**config.mk**
```make
export PLATFORM = sky130hd
export DESIGN_NAME = bp_tlb_walk_arbiter
export DESIGN_NICKNAME = d
export VERILOG_FILES = /design/src/rtl/bp_tlb_walk_arbiter.sv
export SDC_FILE = /design/constraint.sdc
export NUM_CORES = 1
export LEC_CHECK = 0
export ABC_CLOCK_PERIOD_IN_PS = 3000
export BUFFER_PORTS_ARGS = -buffer_cell sky130_fd_sc_hd__buf_4
export CORE_ASPECT_RATIO = 0.75
export CORE_MARGIN = 5
export CORE_UTILIZATION = 50
export CTS_CLUSTER_SIZE = 20
export DETAILED_ROUTE_END_ITERATION = 6
export PLACE_DENSITY = 0.84
export SKIP_LAST_GASP = 1
export SLEW_MARGIN = 20
export SYNTH_ARGS = -nofsm -noshare
export SYNTH_HDL_FRONTEND = slang
export SYNTH_SLANG_ARGS = --single-unit
```
**constraint.sdc**
```tcl
create_clock -name clk_i -period 3 [get_ports clk_i]
set_clock_uncertainty 0.1 [all_clocks]
set_input_delay 0.3 -clock clk_i [delete_from_list [all_inputs] [get_ports clk_i]]
set_output_delay 0.3 -clock clk_i [all_outputs]
set_load 0.02 [all_outputs]
```
**src/rtl/bp_tlb_walk_arbiter.sv**
```systemverilog
// -----------------------------------------------------------------------------
// bp_tlb_walk_arbiter
//
// Purpose:
//   Shares one page-table walker between the I-TLB and D-TLB miss paths.
//   Each TLB's single-cycle miss pulse and vtag are captured in a pending
//   bit/vtag register pair. The walker is granted round-robin. The walk is
//   issued with a valid/ready handshake, and the leaf PTE that comes back is
//   written into the requesting TLB as a one-cycle fill.
//
// Parameters:
//   vtag_width_p   virtual tag width (TLB vtag / miss vtag)
//   entry_width_p  leaf PTE entry width (TLB fill entry)
//
// Ports:
//   clk_i             clock
//   reset_n_i         asynchronous active-low reset
//   flush_i           sfence/ASID flush: cancels queued and in-flight fills
//   itlb_miss_v_i     I-TLB miss pulse      itlb_miss_vtag_i  I-TLB miss vtag
//   dtlb_miss_v_i     D-TLB miss pulse      dtlb_miss_vtag_i  D-TLB miss vtag
//   walk_v_o          walk request valid    walk_vtag_o       vtag to walk
//   walk_ready_i      PTW accepts request
//   walk_v_i          PTW response pulse    walk_entry_i      leaf PTE
//   walk_fault_i      PTW page fault on this response
//   itlb_w_v_o        I-TLB fill write      dtlb_w_v_o        D-TLB fill write
//   fill_vtag_o       fill vtag (shared)    fill_entry_o      fill entry (shared)
//   fault_v_o         fault report pulse    fault_dtlb_o      1 = D-TLB source
//   busy_o            FSM not idle, or a request is pending
//
// Configuration macro:
//   BP_TLB_WALK_ARB_FAULT_EN  when defined, a faulting response produces a
//   one-cycle fault_v_o pulse instead of a fill. When undefined, walk_fault_i
//   is ignored and fault_v_o/fault_dtlb_o are tied low.
//
// Requester index 0 is the I-TLB, index 1 is the D-TLB.
// -----------------------------------------------------------------------------
module bp_tlb_walk_arbiter #(
   parameter int vtag_width_p  = 28,
   parameter int entry_width_p = 34
) (
   input  logic                     clk_i,
   input  logic                     reset_n_i,
   input  logic                     flush_i,
   input  logic                     itlb_miss_v_i,
   input  logic [vtag_width_p-1:0]  itlb_miss_vtag_i,
   input  logic                     dtlb_miss_v_i,
   input  logic [vtag_width_p-1:0]  dtlb_miss_vtag_i,
   output logic                     walk_v_o,
   output logic [vtag_width_p-1:0]  walk_vtag_o,
   input  logic                     walk_ready_i,
   input  logic                     walk_v_i,
   input  logic [entry_width_p-1:0] walk_entry_i,
   input  logic                     walk_fault_i,
   output logic                     itlb_w_v_o,
   output logic                     dtlb_w_v_o,
   output logic [vtag_width_p-1:0]  fill_vtag_o,
   output logic [entry_width_p-1:0] fill_entry_o,
   output logic                     fault_v_o,
   output logic                     fault_dtlb_o,
   output logic                     busy_o
);

   typedef enum logic [1:0] {
      IDLE_S = 2'd0,
      SEND_S = 2'd1,
      WAIT_S = 2'd2,
      FILL_S = 2'd3
   } state_e;

   state_e                   state_reg, state_next;

   // per-requester capture
   logic [1:0]               pending_reg, pending_next;
   logic [vtag_width_p-1:0]  vtag_reg  [2];
   logic [vtag_width_p-1:0]  vtag_next [2];

   // walk in progress
   logic                     cur_dtlb_reg, cur_dtlb_next;
   logic                     last_grant_reg, last_grant_next;
   logic                     drop_reg, drop_next;
   logic [vtag_width_p-1:0]  walk_vtag_reg, walk_vtag_next;
   logic [entry_width_p-1:0] entry_reg, entry_next;

   // request / grant plumbing
   logic [1:0]               miss_v;
   logic [vtag_width_p-1:0]  miss_vtag [2];
   logic [1:0]               pulse_ok;
   logic [1:0]               req;
   logic [1:0]               pick;
   logic [1:0]               grant;
   logic [vtag_width_p-1:0]  grant_vtag;
   logic                     walking;
   logic                     grant_cycle;
   logic                     fault_hit;

   assign miss_v       = {dtlb_miss_v_i, itlb_miss_v_i};
   assign miss_vtag[0] = itlb_miss_vtag_i;
   assign miss_vtag[1] = dtlb_miss_vtag_i;

   assign walking      = (state_reg != IDLE_S);
   // A flush in IDLE wipes everything, so no grant is made in that cycle.
   assign grant_cycle  = (state_reg == IDLE_S) & ~flush_i;

   // --------------------------------------------------------------------------
   // Per-requester capture. A pulse is dropped when it coincides with a flush
   // or when its requester is the one currently owning the walker (the TLB
   // will re-miss after the fill if it still needs to). An accepted pulse
   // always reloads the vtag, so a second miss before the grant replaces the
   // first.
   // --------------------------------------------------------------------------
   genvar gi;
   generate
      for (gi = 0; gi < 2; gi++) begin : g_req
         localparam logic req_id = (gi == 1);

         assign pulse_ok[gi]     = miss_v[gi] & ~flush_i
                                 & ~(walking & (cur_dtlb_reg == req_id));
         // A pulse in the grant cycle competes immediately (bypass).
         assign req[gi]          = pending_reg[gi] | pulse_ok[gi];
         assign grant[gi]        = grant_cycle & pick[gi];
         assign pending_next[gi] = ~flush_i & ~grant[gi]
                                 & (pulse_ok[gi] | pending_reg[gi]);
         assign vtag_next[gi]    = pulse_ok[gi] ? miss_vtag[gi] : vtag_reg[gi];
      end
   endgenerate

   // Round-robin: with both requesting, the one not granted last time wins.
   always_comb begin
      pick = req;
      if (&req) begin
         pick = last_grant_reg ? 2'b01 : 2'b10;
      end
   end

   // vtag_next already carries the bypassed vtag when a pulse arrives now.
   assign grant_vtag = grant[1] ? vtag_next[1] : vtag_next[0];

   // --------------------------------------------------------------------------
   // Fault qualification
   // --------------------------------------------------------------------------
`ifdef BP_TLB_WALK_ARB_FAULT_EN
   logic fault_v_reg;
   logic fault_dtlb_reg;

   assign fault_hit = walk_fault_i;

   // Registered so the fault report lands in the slot a fill would have used.
   always_ff @(posedge clk_i or negedge reset_n_i) begin
      if (!reset_n_i) begin
         fault_v_reg    <= 1'b0;
         fault_dtlb_reg <= 1'b0;
      end else begin
         fault_v_reg    <= (state_reg == WAIT_S) & walk_v_i & ~drop_reg
                         & ~flush_i & walk_fault_i;
         fault_dtlb_reg <= (state_reg == WAIT_S) & walk_v_i & ~drop_reg
                         & ~flush_i & walk_fault_i & cur_dtlb_reg;
      end
   end

   assign fault_v_o    = fault_v_reg;
   assign fault_dtlb_o = fault_dtlb_reg;
`else
   logic unused_walk_fault;

   assign unused_walk_fault = walk_fault_i;
   assign fault_hit         = 1'b0;
   assign fault_v_o         = 1'b0;
   assign fault_dtlb_o      = 1'b0;
`endif

   // --------------------------------------------------------------------------
   // FSM next state and outputs
   // --------------------------------------------------------------------------
   always_comb begin
      state_next      = state_reg;
      cur_dtlb_next   = cur_dtlb_reg;
      last_grant_next = last_grant_reg;
      drop_next       = drop_reg;
      walk_vtag_next  = walk_vtag_reg;
      entry_next      = entry_reg;
      walk_v_o        = 1'b0;
      itlb_w_v_o      = 1'b0;
      dtlb_w_v_o      = 1'b0;

      case (state_reg)
         IDLE_S: begin
            if (|grant) begin
               cur_dtlb_next   = grant[1];
               last_grant_next = grant[1];
               walk_vtag_next  = grant_vtag;
               drop_next       = 1'b0;
               state_next      = SEND_S;
            end
         end

         SEND_S: begin
            walk_v_o = 1'b1;
            if (walk_ready_i) begin
               // The PTW has the request even if a flush arrives with it, so
               // its response must still be consumed, just not used.
               state_next = WAIT_S;
               drop_next  = flush_i;
            end else if (flush_i) begin
               state_next = IDLE_S;
            end
         end

         WAIT_S: begin
            if (walk_v_i) begin
               state_next = IDLE_S;
               drop_next  = 1'b0;
               if (!(drop_reg | flush_i) && !fault_hit) begin
                  entry_next = walk_entry_i;
                  state_next = FILL_S;
               end
            end else if (flush_i) begin
               drop_next = 1'b1;
            end
         end

         FILL_S: begin
            itlb_w_v_o = ~flush_i & ~cur_dtlb_reg;
            dtlb_w_v_o = ~flush_i &  cur_dtlb_reg;
            state_next = IDLE_S;
         end

         default: begin
            state_next = IDLE_S;
         end
      endcase
   end

   // --------------------------------------------------------------------------
   // State registers
   // --------------------------------------------------------------------------
   always_ff @(posedge clk_i or negedge reset_n_i) begin
      if (!reset_n_i) begin
         state_reg      <= IDLE_S;
         pending_reg    <= 2'b00;
         vtag_reg[0]    <= '0;
         vtag_reg[1]    <= '0;
         cur_dtlb_reg   <= 1'b0;
         // "D-TLB granted last" so the I-TLB wins the first contested grant.
         last_grant_reg <= 1'b1;
         drop_reg       <= 1'b0;
         walk_vtag_reg  <= '0;
         entry_reg      <= '0;
      end else begin
         state_reg      <= state_next;
         pending_reg    <= pending_next;
         vtag_reg[0]    <= vtag_next[0];
         vtag_reg[1]    <= vtag_next[1];
         cur_dtlb_reg   <= cur_dtlb_next;
         last_grant_reg <= last_grant_next;
         drop_reg       <= drop_next;
         walk_vtag_reg  <= walk_vtag_next;
         entry_reg      <= entry_next;
      end
   end

   // walk_vtag_reg only changes on a grant, so it is stable through SEND and
   // still describes the walked page during FILL.
   assign walk_vtag_o  = walk_vtag_reg;
   assign fill_vtag_o  = walk_vtag_reg;
   assign fill_entry_o = entry_reg;
   assign busy_o       = walking | (|pending_reg);

`ifndef SYNTHESIS
   // The PTW only answers a request it accepted; a response in any other
   // state means the walker and the arbiter disagree about who owns it.
   resp_only_in_wait_a : assert property (
      @(posedge clk_i) disable iff (!reset_n_i)
      walk_v_i |-> (state_reg == WAIT_S));
`endif

endmodule

```
==> Yosys cells after proc, flatten, opt, wreduce, memory -nomap -nowiden <==
Index checks and enable logic that the tools add are counted.
{ "word_totals": {"regBits": 125, "in_bits": 98, "out_inout_bits": 96, "word_cells": 72} }
{ "op_classes": {"n_eq_ne": 8, "mux": 19, "bitwise_logic": 26, "n_reduce_logical": 10} }
{ "ops": {"columns": ["cell", "count"], "rows": [
  ["28-bit 2-to-1 mux", 3],
  ["1-bit bitwise AND", 15],
  ["2-bit 2-to-1 mux", 7],
  ["2-bit one-hot mux with 4 select lines", 1],
  ["1-bit 2-to-1 mux", 7],
  ["1-bit NOT", 7],
  ["3-bit != test (second input constant)", 2],
  ["3-bit AND reduction", 2],
  ["2-bit == test (second input constant)", 2],
  ["2-bit != test (second input constant)", 2],
  ["1-bit OR", 4],
  ["2-bit AND reduction", 2],
  ["4-bit AND reduction", 1],
  ["2-bit OR reduction", 2],
  ["1-bit one-hot mux with 3 select lines", 1],
  ["3-bit nonzero test", 1],
  ["2-bit by 1-bit == test with 1-bit output (second input constant)", 1],
  ["2-bit logical NOT", 1],
  ["2-bit by 1-bit != test with 1-bit output (second input constant)", 1],
  ["2-bit nonzero test", 1]
]} }

==> Depth between registers and ports, before layout <==
Gate-level depths: netlist of the first run.
{ "depth": {"word_depth": 11, "mapped_depth": 9, "depth_no_buf": 7} }

==> Least setup slack after synthesis of the first run <==
No wires, ideal clock.
{ "synth_timing": {"path_kind": "reg-to-reg", "start": "register state_reg[0]", "end": "register walk_vtag_reg[11] (netlist: fill_vtag_o[11])", "setup_time_ns": 0.132, "t_arrival_ns": 1.849, "required_ns": 2.768, "slack_ns": 0.919, "path_stages_with_launch": 10, "n_path_buf": 2, "synth_period_minus_slack_ns": 2.081, "cell_sequence": "dfrtp_1 -> inv_1 -> ha_1 -> nand2b_1 -> and3_1 -> buf_4 -> buf_4 -> mux2_2 -> mux2i_1 -> o21ai_1"} }
{ "synth_lines": {"columns": ["item", "line_no", "source"], "rows": [
  ["start, declared", "70", "state_e state_reg, state_next;"],
  ["start signal, assigned", "249", "state_reg <= state_next;"],
  ["end signal, assigned", "256", "walk_vtag_reg <= walk_vtag_next;"],
  ["end, declared", "81", "logic [vtag_width_p-1:0] walk_vtag_reg, walk_vtag_next;"]
]} }

==> metrics.txt, run 1 <==
# TYPE chip_impl_metric gauge
chip_impl_info{name="rr_startpoint",value="state_reg[1]"} 1
chip_impl_info{name="worstHoldEndpoint",value="fill_entry_o[4]"} 1
chip_impl_info{name="netlist_top_cells_area",value="sky130_fd_sc_hd__dfrtp_1, sky130_fd_sc_hd__mux2_2, sky130_fd_sc_hd__mux2_4"} 1
chip_impl_metric{name="max-clock-path-buffers",unit=""} 2
chip_impl_metric{name="m1_wl",unit="um"} 5340
chip_impl_metric{name="total_power",unit="mW"} 8.55
chip_impl_metric{name="fp.coreArea",unit="sq um"} 10900
chip_impl_metric{name="post_synth_top_area_share",unit="%"} 56.3
chip_impl_metric{name="place_ws",unit="ns"} 0.442
chip_impl_metric{name="setup_viol",unit=""} 0
chip_impl_metric{name="worst-r2r-cell-count",unit=""} 8
chip_impl_metric{name="die_x",unit="um"} 131
chip_impl_info{name="tritoncts_clock_tree",value="built"} 1
chip_impl_metric{name="timing.critical_path.fanout_max",unit=""} 17
chip_impl_metric{name="clk-insertion-delay-late",unit="ns"} 0.40
chip_impl_metric{name="finalWorstPathRequiredPeriod",unit="ns"} 2.55
chip_impl_metric{name="netlist_instances",unit=""} 402
chip_impl_metric{name="worst_hold_margin",unit="ns"} 0.0253
chip_impl_metric{name="detailroute.via_count",unit=""} 3676
chip_impl_info{name="cts.root.buffer_cell",value="sky130_fd_sc_hd__clkbuf_16"} 1
chip_impl_info{name="setup_repair_after_global_routing_missed_its_margin",value="no"} 1
chip_impl_metric{name="grt_pass1_wl",unit="um"} 20900
chip_impl_metric{name="number_of_antenna_diodes",unit=""} 0
chip_impl_metric{name="number_of_routed_nets_with_antenna_violations",unit=""} 0
chip_impl_metric{name="grt_overflow",unit=""} 0
chip_impl_info{name="outcome",value="complete, no violations"} 1
chip_impl_metric{name="grt_antenna_before_repair",unit=""} 0
chip_impl_metric{name="tightest_pin_transition",unit="ns"} 0.662
chip_impl_metric{name="fillCellCount",unit=""} 769
chip_impl_metric{name="drive_above_1_share",unit="%"} 55.6
chip_impl_metric{name="met3_wirelength",unit="um"} 1170
chip_impl_metric{name="groute.usage.overall",unit="%"} 19.9
chip_impl_metric{name="final.setup.worst_slack",unit="ns"} 0.453
chip_impl_metric{name="final_cell_area",unit="sq um"} 7460
chip_impl_metric{name="async_flop_share",unit="%"} 100
chip_impl_metric{name="worst_ep_required_time",unit="ns"} 3.16
chip_impl_info{name="regToRegEndpoint",value="fill_vtag_o[4]"} 1
chip_impl_metric{name="cts.clk_slew.worst_paths",unit="ns"} 0.06
chip_impl_metric{name="total_of_buffers_placed_on_input_and_output_ports",unit=""} 190
chip_impl_metric{name="synth_seq_area_share",unit="%"} 56.7
chip_impl_metric{name="numCtsBuffers",unit=""} 17
chip_impl_metric{name="ys_seq_elements",unit=""} 125
chip_impl_metric{name="nNetsFinal",unit=""} 674
chip_impl_metric{name="first_global_vias",unit=""} 4136
chip_impl_metric{name="synth.lib_cells_used.distinct",unit=""} 37
chip_impl_metric{name="max-cap-violations",unit=""} 0
chip_impl_info{name="min-delay-start",value="walk_entry_i[4]"} 1
chip_impl_metric{name="slack_of_the_worst_reg_to_reg_path",unit="ns"} 0.45
chip_impl_metric{name="cts.repair.resized",unit=""} 0
chip_impl_metric{name="hold_depth",unit=""} 2
chip_impl_metric{name="routed_wl",unit="um"} 13000
chip_impl_info{name="timing.critical_path.from_type",value="register"} 1
chip_impl_metric{name="post_drt_via_cell_ratio",unit=""} 5.08
chip_impl_metric{name="detailed_place.area",unit="sq um"} 6840
chip_impl_metric{name="vdd.ir_drop.worst",unit="uV"} 809
chip_impl_metric{name="non_filler_cells_in_the_finished_layout",unit=""} 723
chip_impl_metric{name="areaGrowthSynthToFinish",unit="%"} 35.3
chip_impl_info{name="crit_type",value="reg -> reg"} 1
chip_impl_metric{name="layout.core_utilization",unit="%"} 68.7
chip_impl_info{name="end_kind",value="register"} 1
chip_impl_metric{name="fp.dieH",unit="um"} 101
chip_impl_metric{name="max_freq",unit="MHz"} 393
chip_impl_metric{name="detail_route.iter0.violations",unit=""} 186
chip_impl_metric{name="worstPathArrival",unit="ns"} 2.71
chip_impl_info{name="min_path_type",value="in -> reg"} 1
chip_impl_metric{name="post-route-period-util",unit="%"} 84.9
chip_impl_metric{name="pin_count_of_the_biggest_net_entering_global_routing",unit=""} 126
chip_impl_metric{name="slew_viol_final",unit=""} 0
chip_impl_metric{name="routabilityCongestion",unit=""} 0.738
chip_impl_metric{name="dieArea",unit="sq um"} 13300
chip_impl_metric{name="largest_register_ff_count",unit=""} 56
chip_impl_info{name="highest_layer",value="met4"} 1
chip_impl_metric{name="dp_hpwl",unit="um"} 8830
chip_impl_metric{name="avgRoutedWirePerCell",unit="um"} 18.0
chip_impl_info{name="netlist.top_cell.by_area",value="sky130_fd_sc_hd__dfrtp_1"} 1
chip_impl_metric{name="wl_met2",unit="um"} 6270
chip_impl_metric{name="yosys_warnings",unit=""} 0
chip_impl_metric{name="power_density",unit="nW/um^2"} 1150
chip_impl_metric{name="initial_core_util",unit="%"} 50.8
chip_impl_metric{name="drt_drc_violations_left",unit=""} 0
chip_impl_info{name="synth_ff_type",value="sky130_fd_sc_hd__dfrtp_1"} 1
chip_impl_metric{name="static-leakage-power",unit="nW"} 3.69
chip_impl_metric{name="post_synth_instance_area",unit="sq um"} 5520
chip_impl_metric{name="design.portCount",unit=""} 194
chip_impl_metric{name="relSlewSlack",unit="%"} 55.9
chip_impl_metric{name="setup_tns",unit="ns"} 0
chip_impl_metric{name="drt_pre_antenna_iters",unit=""} 4
chip_impl_metric{name="tritoncts_num_sinks",unit=""} 125
chip_impl_metric{name="rows",unit=""} 33
chip_impl_metric{name="synth_enable_flop_cells",unit=""} 0
chip_impl_metric{name="final_hold_viol_count",unit=""} 0
chip_impl_metric{name="final-seq-area",unit="sq um"} 3130
chip_impl_metric{name="area_taken_by_multi_input_logic_gates",unit="sq um"} 1980
chip_impl_metric{name="cts.htree.levels",unit=""} 4
chip_impl_metric{name="numPlacedInstances",unit=""} 690
chip_impl_metric{name="synth.avg_cell_area",unit="sq um"} 13.7
[power breakdown]
group | total [mW] | internal (mW) | leakage [nW] | switching, mW
clock network | 2.12 | 1.40 | 0.300 | 0.715
registers | 2.93 | 2.51 | 1.53 | 0.417
logic | 3.51 | 1.71 | 1.85 | 1.80
total | 8.55 | 5.62 | 3.69 | 2.93
[cells in the final DEF, fill, tap and decap left out, drive strengths merged, types with 6 or more instances in the layout]
| cell | synthesis | final |
|---|---|---|
| ha | 6 | 6 |
| nand2 | 34 | 34 |
| inv | 6 | 6 |
| mux2i | 29 | 29 |
| mux2 | 92 | 92 |
| dfrtp | 124 | 124 |
| clkinv | 0 | 6 |
| clkbuf | 3 | 20 |
| buf | 47 | 197 |
| o21ai | 31 | 31 |
[cells in the mapped netlist (3+ instances only)]
cell type,count
sky130_fd_sc_hd__buf_2,7
sky130_fd_sc_hd__buf_4,33
sky130_fd_sc_hd__buf_6,3
sky130_fd_sc_hd__clkbuf_1,3
sky130_fd_sc_hd__dfrtp_1,124
sky130_fd_sc_hd__ha_1,6
sky130_fd_sc_hd__inv_1,6
sky130_fd_sc_hd__mux2_2,68
sky130_fd_sc_hd__mux2_4,23
sky130_fd_sc_hd__mux2i_1,29
sky130_fd_sc_hd__nand2_1,34
sky130_fd_sc_hd__nand2b_1,3
sky130_fd_sc_hd__nor2_1,4
sky130_fd_sc_hd__o21ai_0,11
sky130_fd_sc_hd__o21ai_1,20
[kinds of logic (layout without fill, tap and decap cells)]
| logic type | after synthesis | count (layout) | share of synthesized area, % |
|---|---|---|---|
| mux | 121 | 121 | 25.6 |
| simple gates | 50 | 50 | 4.15 |
| flops | 125 | 125 | 56.7 |
| other cells | 1 | 2 | 0.0680 |
| compound gates | 43 | 43 | 4.45 |
| fa+ha+maj | 6 | 6 | 1.36 |
| buf+inv | 56 | 236 | 7.62 |
[what timing repair did]
| action | 4_1_cts | 5_1_grt |
|---|---|---|
| setup buffers | 0 | 0 |
| hold endpoints to repair | 124 | 0 |
| hold buffers | 1 | 0 |
| endpoints found under the setup margin | 0 | 0 |
[area by class of cell]
class / count / area share [%]
Timing Repair Buffer: 198 / 20.6
Sequential cell: 125 / 41.9
Tap cell: 140 / 2.35
Inverter: 6 / 0.302
Clock buffer: 20 / 5.99
Multi-Input combinational cell: 222 / 26.5
Clock inverter: 12 / 2.26
[how the worst max path moves through the flow]
| stage | startpoint | to | depth (start not counted) |
|---|---|---|---|
| final | state_reg[1] | fill_vtag_o[4] | 8 |
| after detailed placement | state_reg[1] | fill_vtag_o[4] | 8 |
| after floorplan | state_reg[0] | fill_vtag_o[11] | 9 |
| after global placement | state_reg[0] | fill_vtag_o[27] | 8 |
| after global routing | state_reg[0] | fill_vtag_o[4] | 8 |
| after CTS | state_reg[1] | fill_vtag_o[4] | 8 |
[critical path: stages, from the launching register on]
cell and delay, ns:
sky130_fd_sc_hd__dfrtp_1 0.43, sky130_fd_sc_hd__inv_1 0.11, sky130_fd_sc_hd__ha_1 0.24, sky130_fd_sc_hd__nor2_1 0.19
sky130_fd_sc_hd__or2_2 0.48, sky130_fd_sc_hd__buf_12 0.25, sky130_fd_sc_hd__mux2_2 0.36, sky130_fd_sc_hd__mux2i_1 0.14
sky130_fd_sc_hd__o21ai_0 0.11
[per-layer routing]
metal  GRT usage (%)  up-vias
met4            7.59        0
met2            32.5      157
met3            8.13       18
met5               0        -
li1                -     1696
met1            23.9     1805
(Power assumes the default switching activity.)
==> run 2, diff against run 1 <==
--- a/config.mk
+++ b/config.mk
@@ -5,14 +5,14 @@
 export SDC_FILE = /design/constraint.sdc
 export NUM_CORES = 1
 export LEC_CHECK = 0
-export ABC_CLOCK_PERIOD_IN_PS = 3000
+export ABC_CLOCK_PERIOD_IN_PS = 2150
 export BUFFER_PORTS_ARGS = -buffer_cell sky130_fd_sc_hd__buf_4
 export CORE_ASPECT_RATIO = 0.75
 export CORE_MARGIN = 5
-export CORE_UTILIZATION = 50
+export CORE_UTILIZATION = 45
 export CTS_CLUSTER_SIZE = 20
 export DETAILED_ROUTE_END_ITERATION = 6
-export PLACE_DENSITY = 0.84
+export PLACE_DENSITY = 0.8
 export SKIP_LAST_GASP = 1
 export SLEW_MARGIN = 20
 export SYNTH_ARGS = -nofsm -noshare
==> constraint.sdc (replaced) <==
create_clock -name clk_i -period 2.15 [get_ports clk_i]
set_clock_uncertainty 0.1 [all_clocks]
set_input_delay 0.215 -clock clk_i [delete_from_list [all_inputs] [get_ports clk_i]]
set_output_delay 0.215 -clock clk_i [all_outputs]
set_load 0.02 [all_outputs]
==> metrics.txt, run 2 (synthesized netlist as in run 1, its figures left out) <==
# TYPE chip_impl_metric gauge
chip_impl_info{name="outcome",value="complete, no violations"} 1
chip_impl_info{name="min_path_type",value="in -> reg"} 1
chip_impl_metric{name="drt_drc_violations_left",unit=""} 0
chip_impl_metric{name="tritoncts_num_sinks",unit=""} 125
chip_impl_metric{name="finalWorstPathRequiredPeriod",unit="ns"} 2.08
chip_impl_metric{name="static-leakage-power",unit="nW"} 4.15
chip_impl_metric{name="die_x",unit="um"} 138
chip_impl_metric{name="drt_pre_antenna_iters",unit=""} 5
chip_impl_metric{name="routabilityCongestion",unit=""} 0.834
chip_impl_info{name="crit_type",value="reg -> reg"} 1
chip_impl_info{name="setup_repair_after_global_routing_missed_its_margin",value="yes"} 1
chip_impl_metric{name="worst_ep_required_time",unit="ns"} 2.33
chip_impl_metric{name="number_of_routed_nets_with_antenna_violations",unit=""} 0
chip_impl_metric{name="initial_core_util",unit="%"} 45.5
chip_impl_metric{name="cts.clk_slew.worst_paths",unit="ns"} 0.06
chip_impl_info{name="timing.critical_path.from_type",value="register"} 1
chip_impl_metric{name="total_power",unit="mW"} 12.6
chip_impl_metric{name="vdd.ir_drop.worst",unit="uV"} 962
chip_impl_metric{name="max_freq",unit="MHz"} 481
chip_impl_metric{name="pin_count_of_the_biggest_net_entering_global_routing",unit=""} 44
chip_impl_metric{name="groute.usage.overall",unit="%"} 21.3
chip_impl_metric{name="drive_above_1_share",unit="%"} 50.2
chip_impl_metric{name="clk-insertion-delay-late",unit="ns"} 0.40
chip_impl_info{name="path_cells",value="inv_2 -> ha_1 -> nor2_2 -> o21ai_1 -> o31ai_4 -> a21o_1 -> mux2_2"} 1
chip_impl_metric{name="dieArea",unit="sq um"} 14600
chip_impl_metric{name="numCtsBuffers",unit=""} 17
chip_impl_metric{name="avgRoutedWirePerCell",unit="um"} 17.8
chip_impl_metric{name="number_of_antenna_diodes",unit=""} 0
chip_impl_metric{name="slew_viol_final",unit=""} 0
chip_impl_metric{name="nNetsFinal",unit=""} 776
chip_impl_info{name="end_kind",value="register"} 1
chip_impl_metric{name="cp_slowest_stage_delay",unit="ns"} 0.37
chip_impl_metric{name="dp_hpwl",unit="um"} 9720
chip_impl_metric{name="detail_route.iter0.violations",unit=""} 143
chip_impl_metric{name="relSlewSlack",unit="%"} 61.8
chip_impl_metric{name="final_hold_viol_count",unit=""} 0
chip_impl_metric{name="setup_viol",unit=""} 0
chip_impl_metric{name="post_drt_via_cell_ratio",unit=""} 4.82
chip_impl_info{name="tritoncts_clock_tree",value="built"} 1
chip_impl_metric{name="design.portCount",unit=""} 194
chip_impl_metric{name="max-clock-path-buffers",unit=""} 2
chip_impl_metric{name="fp.dieH",unit="um"} 106
chip_impl_info{name="final_cell_mix",value="sky130_fd_sc_hd__buf_4, sky130_fd_sc_hd__dfrtp_1, sky130_fd_sc_hd__dlygate4sd3_1"} 1
chip_impl_metric{name="grt_antenna_before_repair",unit=""} 0
chip_impl_metric{name="cts.htree.levels",unit=""} 4
chip_impl_metric{name="worst_hold_margin",unit="ns"} 0.115
chip_impl_metric{name="tightest_pin_transition",unit="ns"} 0.573
chip_impl_metric{name="power_density",unit="nW/um^2"} 1460
chip_impl_metric{name="layout.core_utilization",unit="%"} 71.1
chip_impl_metric{name="max-cap-violations",unit=""} 0
chip_impl_metric{name="first_global_vias",unit=""} 4648
chip_impl_info{name="crit_path_top_delay_cell",value="sky130_fd_sc_hd__o31ai_4"} 1
chip_impl_metric{name="areaGrowthSynthToFinish",unit="%"} 56.3
chip_impl_info{name="cts.root.buffer_cell",value="sky130_fd_sc_hd__clkbuf_16"} 1
chip_impl_metric{name="post-route-period-util",unit="%"} 96.7
chip_impl_metric{name="detailroute.via_count",unit=""} 4102
chip_impl_metric{name="total_of_buffers_placed_on_input_and_output_ports",unit=""} 190
chip_impl_info{name="layout_commonest_cell",value="sky130_fd_sc_hd__buf_4"} 1
chip_impl_metric{name="fp.coreArea",unit="sq um"} 12100
chip_impl_metric{name="fillCellCount",unit=""} 770
chip_impl_metric{name="rows",unit=""} 35
chip_impl_metric{name="worstPathArrival",unit="ns"} 2.26
chip_impl_metric{name="timing.critical_path.fanout_max",unit=""} 4
chip_impl_metric{name="grt_pass1_wl",unit="um"} 24200
chip_impl_metric{name="grt_overflow",unit=""} 0
chip_impl_metric{name="routed_wl",unit="um"} 15100
chip_impl_metric{name="largest_register_ff_count",unit=""} 56
[run 2: changes by cell type in the layout (fill, tap and decap cells not counted), sizes merged]
cell,delta
dlygate4sd3,+91
bufinv,+1
clkinvlp,+1
clkinv,-4
inv,+2
buf,+11
[run 2: final cells by class]
cell class | instances | area [sq um] | share of cell area (%)
Sequential cell | 125 | 3130 | 36.3
Timing Repair Buffer | 300 | 2580 | 29.9
Multi-Input combinational cell | 222 | 2020 | 23.4
Clock buffer | 20 | 457 | 5.30
Clock inverter | 12 | 208 | 2.41
Tap cell | 166 | 208 | 2.41
Inverter | 6 | 22.5 | 0.261
[run 2: timing repair]
item                                    CTS  global route
buffers inserted                          0             1
gates resized for setup                   3             9
hold buffers                             92             0
gates cloned                              0             0
pin swaps                                 0             1
endpoints found under the setup margin   12            65
endpoints found under the hold margin   131             0
[run 2: worst max-delay path: cells and delay by family, from the launching register on]
family / cells / cell delay [ns]
compound gates: 3 / 0.70
flops: 1 / 0.36
mux: 1 / 0.35
fa+ha+maj: 1 / 0.23
simple gates: 1 / 0.15
buf+inv: 1 / 0.07
[run 2: per-layer routing]
metal  part of all wire (%)  global-route usage, %  wire length, um  vias up
met5                      0                      0                0        -
met1                     40                   25.7             6080     2029
li1                       -                      -                -     1897
met3                    7.5                   7.01             1140       16
met2                     51                   36.1             7700      160
met4                    1.3                   6.06              189        0
[run 2: metrics by stage]
stage	instance area [sq um]	instances	worst slack (ns)	setup TNS [ns]
after global routing	8620	851	-0.0235	-0.0269
after detailed placement	6980	726	-0.0334	-0.0860
after global placement	6980	726	0.0648	0
final	8620	851	0.0717	0
after floorplan	5520	403	0.0691	0
after CTS	8580	850	-0.00327	-0.00327
[run 2: final timing paths]
kind | start | to | slack (ns) | depth (start not counted)
min in group asynchronous | reset_n_i | vtag_reg[41] | 0.25 | 2
max | state_reg[0] | state_reg[1] | 0.07 | 7
max in group asynchronous | reset_n_i | fill_entry_o[14] | 1.06 | 3
min reg2reg | last_grant_reg | last_grant_reg | 0.37 | 2
max reg2reg | state_reg[0] | state_reg[1] | 0.07 | 7
min | walk_ready_i | state_reg[1] | 0.12 | 4
[run 2: power breakdown]
group / leakage [nW] / switching, mW / internal, mW
clock: 0.313 / 1.07 / 2.13
sequential: 1.53 / 0.624 / 3.50
combinational: 2.30 / 2.65 / 2.60
